**src/rtl/multicycle_ctrl.sv**
```systemverilog
// Multicycle sequencer for the MIPS-subset core.
// Steps each instruction through FETCH/DECODE/EXEC/MEM/WB, drives the shared
// datapath strobes, waits on the memory ready handshakes with a watchdog that
// aborts stalled accesses, and counts retired instructions (one per pc_wr).
//
//   state    | meaning
//   ---------+-----------------------------------------------------------
//   S_FETCH  | request instruction, load IR when imem_rdy
//   S_DECODE | J/JR retire here, JAL skips to WB, illegal retires as NOP
//   S_EXEC   | ALU operation; branches resolve and retire here
//   S_MEM    | LW/SW data access, SW retires on dmem_rdy
//   S_WB     | register write-back and PC update
module multicycle_ctrl #(
    parameter int WAIT_MAX = 16,
    parameter int CNT_W    = 32
) (
    input  logic             clk,
    input  logic             nrst,
    input  logic [5:0]       opcode,
    input  logic [5:0]       funct,
    input  logic             zero,
    input  logic             imem_rdy,
    input  logic             dmem_rdy,
    output logic             imem_rd,
    output logic             ir_wr,
    output logic             pc_wr,
    output logic [1:0]       sel_pc,
    output logic [1:0]       sel_dest,
    output logic             wr_en,
    output logic             sel_opB,
    output logic [5:0]       alu_op,
    output logic [1:0]       sel_data,
    output logic             dmem_rd,
    output logic             dmem_wr,
    output logic             illegal,
    output logic             bus_err,
    output logic [CNT_W-1:0] retired
);

    localparam int WAIT_W = (WAIT_MAX > 2) ? $clog2(WAIT_MAX) : 1;
    localparam logic [WAIT_W-1:0] WAIT_LAST = WAIT_W'(WAIT_MAX - 1);

    localparam logic [5:0] OP_R    = 6'b000000;
    localparam logic [5:0] OP_J    = 6'b000010;
    localparam logic [5:0] OP_JAL  = 6'b000011;
    localparam logic [5:0] OP_BEQ  = 6'b000100;
    localparam logic [5:0] OP_BNE  = 6'b000101;
    localparam logic [5:0] OP_ADDI = 6'b001000;
    localparam logic [5:0] OP_SLTI = 6'b001010;
    localparam logic [5:0] OP_LW   = 6'b100011;
    localparam logic [5:0] OP_SW   = 6'b101011;

    localparam logic [5:0] FN_ADD  = 6'b100000;
    localparam logic [5:0] FN_SUB  = 6'b100010;
    localparam logic [5:0] FN_SLT  = 6'b101010;
    localparam logic [5:0] FN_SLL  = 6'b000000;
    localparam logic [5:0] FN_SRL  = 6'b000010;
    localparam logic [5:0] FN_JR   = 6'b001000;

    localparam logic [5:0] ALU_ADD = 6'b100000;
    localparam logic [5:0] ALU_SLT = 6'b101010;

    typedef enum logic [2:0] {
        S_FETCH,
        S_DECODE,
        S_EXEC,
        S_MEM,
        S_WB
    } state_t;

    state_t            state_q, state_d;
    logic [WAIT_W-1:0] cnt_q, cnt_d;
    logic [CNT_W-1:0]  retired_q;
    logic              illegal_q, illegal_d;
    logic              bus_err_q, bus_err_d;

    logic is_r, is_r_alu, is_jr, is_j, is_jal, is_beq, is_bne;
    logic is_addi, is_slti, is_lw, is_sw, is_branch, is_exec;

    // Instruction class decode from the held IR fields.
    always_comb begin
        is_r      = (opcode == OP_R);
        is_r_alu  = is_r && ((funct == FN_ADD) || (funct == FN_SUB) || (funct == FN_SLT) ||
                             (funct == FN_SLL) || (funct == FN_SRL));
        is_jr     = is_r && (funct == FN_JR);
        is_j      = (opcode == OP_J);
        is_jal    = (opcode == OP_JAL);
        is_beq    = (opcode == OP_BEQ);
        is_bne    = (opcode == OP_BNE);
        is_addi   = (opcode == OP_ADDI);
        is_slti   = (opcode == OP_SLTI);
        is_lw     = (opcode == OP_LW);
        is_sw     = (opcode == OP_SW);
        is_branch = is_beq || is_bne;
        is_exec   = is_r_alu || is_addi || is_slti || is_lw || is_sw || is_branch;
    end

    // Next-state, watchdog and datapath strobes; everything is held low in reset.
    always_comb begin
        state_d   = state_q;
        cnt_d     = cnt_q;
        illegal_d = illegal_q;
        bus_err_d = bus_err_q;
        imem_rd   = 1'b0;
        ir_wr     = 1'b0;
        pc_wr     = 1'b0;
        sel_pc    = 2'd0;
        sel_dest  = 2'd0;
        wr_en     = 1'b0;
        sel_opB   = 1'b0;
        alu_op    = 6'd0;
        sel_data  = 2'd0;
        dmem_rd   = 1'b0;
        dmem_wr   = 1'b0;

        case (state_q)
            S_FETCH: begin
                imem_rd = 1'b1;
                if (imem_rdy) begin
                    ir_wr   = 1'b1;
                    state_d = S_DECODE;
                end else if (cnt_q == WAIT_LAST) begin
                    // Abort and refetch the same PC; nothing retires.
                    bus_err_d = 1'b1;
                    cnt_d     = '0;
                end else begin
                    cnt_d = cnt_q + WAIT_W'(1);
                end
            end
            S_DECODE: begin
                if (is_j) begin
                    pc_wr   = 1'b1;
                    sel_pc  = 2'd2;
                    state_d = S_FETCH;
                end else if (is_jr) begin
                    pc_wr   = 1'b1;
                    sel_pc  = 2'd3;
                    state_d = S_FETCH;
                end else if (is_jal) begin
                    state_d = S_WB;
                end else if (is_exec) begin
                    state_d = S_EXEC;
                end else begin
                    illegal_d = 1'b1;
                    pc_wr     = 1'b1;
                    state_d   = S_FETCH;
                end
            end
            S_EXEC: begin
                if (is_r)           alu_op = funct;
                else if (is_slti)   alu_op = ALU_SLT;
                else if (is_branch) alu_op = opcode;
                else                alu_op = ALU_ADD;
                sel_opB = !(is_r || is_branch);
                if (is_branch) begin
                    pc_wr   = 1'b1;
                    sel_pc  = ((is_beq && zero) || (is_bne && !zero)) ? 2'd1 : 2'd0;
                    state_d = S_FETCH;
                end else if (is_lw || is_sw) begin
                    state_d = S_MEM;
                end else begin
                    state_d = S_WB;
                end
            end
            S_MEM: begin
                alu_op  = ALU_ADD;
                sel_opB = 1'b1;
                dmem_rd = is_lw;
                dmem_wr = is_sw;
                if (dmem_rdy) begin
                    if (is_sw) begin
                        pc_wr   = 1'b1;
                        state_d = S_FETCH;
                    end else begin
                        state_d = S_WB;
                    end
                end else if (cnt_q == WAIT_LAST) begin
                    bus_err_d = 1'b1;
                    state_d   = S_FETCH;
                end else begin
                    cnt_d = cnt_q + WAIT_W'(1);
                end
            end
            S_WB: begin
                wr_en   = 1'b1;
                pc_wr   = 1'b1;
                state_d = S_FETCH;
                if (is_jal) begin
                    sel_dest = 2'd2;
                    sel_data = 2'd2;
                    sel_pc   = 2'd2;
                end else if (is_lw) begin
                    sel_dest = 2'd1;
                    sel_data = 2'd1;
                end else if (is_addi || is_slti) begin
                    sel_dest = 2'd1;
                end
            end
            default: state_d = S_FETCH;
        endcase

        if (state_d != state_q) cnt_d = '0;

        if (!nrst) begin
            imem_rd  = 1'b0;
            ir_wr    = 1'b0;
            pc_wr    = 1'b0;
            sel_pc   = 2'd0;
            sel_dest = 2'd0;
            wr_en    = 1'b0;
            sel_opB  = 1'b0;
            alu_op   = 6'd0;
            sel_data = 2'd0;
            dmem_rd  = 1'b0;
            dmem_wr  = 1'b0;
        end
    end

    // State, watchdog, sticky flags and retire counter.
    always_ff @(posedge clk) begin
        if (!nrst) begin
            state_q   <= S_FETCH;
            cnt_q     <= '0;
            illegal_q <= 1'b0;
            bus_err_q <= 1'b0;
            retired_q <= '0;
        end else begin
            state_q   <= state_d;
            cnt_q     <= cnt_d;
            illegal_q <= illegal_d;
            bus_err_q <= bus_err_d;
            if (pc_wr) retired_q <= retired_q + CNT_W'(1);
        end
    end

    assign illegal = illegal_q;
    assign bus_err = bus_err_q;
    assign retired = retired_q;

endmodule

```
**config.mk**
```make
export PLATFORM = sky130hd
export DESIGN_NAME = multicycle_ctrl
export DESIGN_NICKNAME = d
export VERILOG_FILES = /design/src/rtl/multicycle_ctrl.sv
export SDC_FILE = /design/constraint.sdc
export NUM_CORES = 1
export LEC_CHECK = 0
export ABC_AREA = 1
export CORE_ASPECT_RATIO = 1.75
export CORE_MARGIN = 10
export CORE_UTILIZATION = 35
export CTS_BUF_LIST = sky130_fd_sc_hd__clkbuf_16
export DETAILED_ROUTE_END_ITERATION = 8
export DONT_BUFFER_PORTS = 1
export SYNTH_ARGS = -nofsm -noshare
export SYNTH_HDL_FRONTEND = slang
export SYNTH_SLANG_ARGS = --single-unit
```
**constraint.sdc**
```tcl
create_clock -name clk -period 2.1 [get_ports clk]
set_input_delay 0.525 -clock clk [delete_from_list [all_inputs] [get_ports clk]]
set_output_delay 0.525 -clock clk [all_outputs]
set_load 0.02 [all_outputs]
```
==> metrics <==
CP Launch Point=state_q[1]; Async S/R FF share, synth=0%; Fillers=887; status=complete, no violations; most common library cells after synthesis=nand2_1, nor2_1, nand3_1; max_slew headroom=70.4%; final setup vio count=0; Ys Warns=0; Die ar.=12700 µm²; power after layout=1.83 mW; post-synthesis cell count=493; DRT Pass-1 Iters=5; Cells after DPL=617; vias in the first global route=3240; row cnt=44; residual DRC count=0; Max Cap Viol=0; Final Wtd Congestion=0.904; grt total ovfl=0; Worst R2R Start=retired[0]; Max IR drop VDD=360 µV; final hold viol count=0; Antenna diodes=0; initial antenna violation count=0; unrepaired setup endpoints after global routing=true; die width=89.4 µm; I/O pins=70; CP startpoint kind=register; largest net degree at the start of global routing=42; core area=8260 µm²; Starting Density=35.8%; Skew-Pair Late Insertion Delay=0.29 ns; Synth Flop Type=dfxtp_1; layout cells sized above 1=16.2%; Cell Pwr Density=511 nW/µm²; Worst setup EP type=output port; H-tree Lvls=2; CTS sink count=41; setup TNS=0 ns; number of synthesized flops with an enable pin=0; period utilisation layout=98.7%; CTS tree=built; max frequency=482 MHz; WL per Instance=14.9 µm; final WL=9.37 mm; Synth Cell Area=2950 µm²; syn_nets=512; NumNets Final=554; R2R cell count=9; Mean Syn Cell Area=5.99 µm²; Least-Margin Pin Slew=0.444 ns; Port-buffer cells=0; synth top area cells=dfxtp_1, nand2_1, nor2_1; Die Y=142 µm; Crit Path Max Fanout=4; WHS Path Cells=2; CTS Buffer Depth=2; path type of the worst setup path=reg2out; gr usage total=14.9%; Clock Tree Root=clkbuf_16; hold path startpoint=nrst; Static Leak=1.43 nW; Worst-path clk slew=0.06 ns; Worst Path Arrival=1.55 ns; fin crit period=2.07 ns; Layout Skew=0.00514 ns; worst endpoint required time=1.57 ns; DRT antenna net count=0; Vias=3280; most common cell in the synthesized netlist=nand2_1; Layout Utilization=43.5%; Cell variety after synth=34; HPWL Detailed=7.32 mm; Max Transition Viols Final=0; post-synthesis sequential area ratio=27.8%; area share of the largest cell type after synthesis=27.8%; most area-hungry cell type in the Yosys netlist=dfxtp_1; global-route wire length before repair=15.3 mm; Final Non-Filler Cells=628; Avg Vias per Cell=5.22; Num CTS Buffers=5; register bit count reported by yosys=41; HP Class=in2reg; layout overhead on the synthesized area=21.5%; Iter 0 DRT Violations=210
-- timing repair --
item | 4_1_cts | 5_1_grt
setup buffers | 0 | 3
gates resized for setup | 9 | 19
setup endpoints to repair | 5 | 10
pin swaps | 0 | 4
hold buffers | 0 | 0
-- layout make-up --
type | count | area (µm²) | share of cell area (%)
Multi-Input combinational cell | 397 | 1930 | 53.7
Sequential cell | 41 | 832 | 23.2
Timing Repair Buffer | 50 | 387 | 10.8
Inverter | 40 | 158 | 4.39
Clock buffer | 5 | 125 | 3.49
Tap cell | 92 | 115 | 3.21
Clock inverter | 3 | 46.3 | 1.29
-- state kept, by name (all words and copies together), names as in the netlist --
signal and flops:
bus_err 1, cnt_q 4, illegal 1, retired 32, state_q 3
-- final timing paths --
kind	end	slack (ns)
setup / recovery	sel_pc[0]	0.03
hold / removal	state_q[2]	0.37
hold reg to reg	cnt_q[0]	0.47
setup reg to reg	retired[12]	0.34
-- metrics by stage --
| step | worst slack (ns) | instance area (µm²) | hold slack (ns) |
|---|---|---|---|
| detailed placement | 0.0243 | 3310 | 0.451 |
| floorplan | 0.0316 | 2960 | 0.432 |
| finish | 0.0269 | 3590 | 0.366 |
| CTS | 0.00799 | 3510 | 0.338 |
| global placement | 0.0311 | 3310 | 0.448 |
| global route | -0.0411 | 3590 | 0.351 |
-- cells in the final DEF, fill, tap and decap left out, drive strengths merged, types with 2 or more instances in the layout --
cell type  instances
xnor2              4
xor2              11
inv               37
clkinv             3
ha                 2
nand3b            15
a21oi             39
dfxtp             41
nor2              83
nand4              6
nor3               7
clkbuf             5
buf               50
a31oi              3
a211oi             2
o21ai              4
o21a               2
clkinvlp           2
nand2            168
nand3             45
-- layer usage --
layer / share of wire [%] / GRT usage, %
met1: 36 / 14.7
met2: 51 / 27.0
met3: 8.8 / 4.70
met4: 3.7 / 6.82
met5: 0 / 0
-- report_power, final --
group          switching (mW)  internal [mW]  leakage [nW]
sequential             0.0121          0.783         0.333
combinational          0.0941         0.0471          1.02
clock                   0.334          0.563        0.0800
-- worst max-delay path, stage by stage (launching register included) --
cell	delay, ns
dfxtp_4	0.39
inv_4	0.06
nor3_4	0.24
buf_6	0.15
nand4_1	0.10
a21oi_2	0.17
buf_6	0.13
-- cells by family after synthesis --
logic type               after synthesis  synth area share, %
AO/OA/AOI/OAI                         52                 9.70
XOR/XNOR                              15                 4.45
AND/OR/NAND/NOR                      328                 48.3
flip-flops                            41                 27.8
adder cells (fa/ha/maj)                2                0.847
buffers and inverters                 55                 8.94
Note: power is estimated with default switching activity, not from simulation.
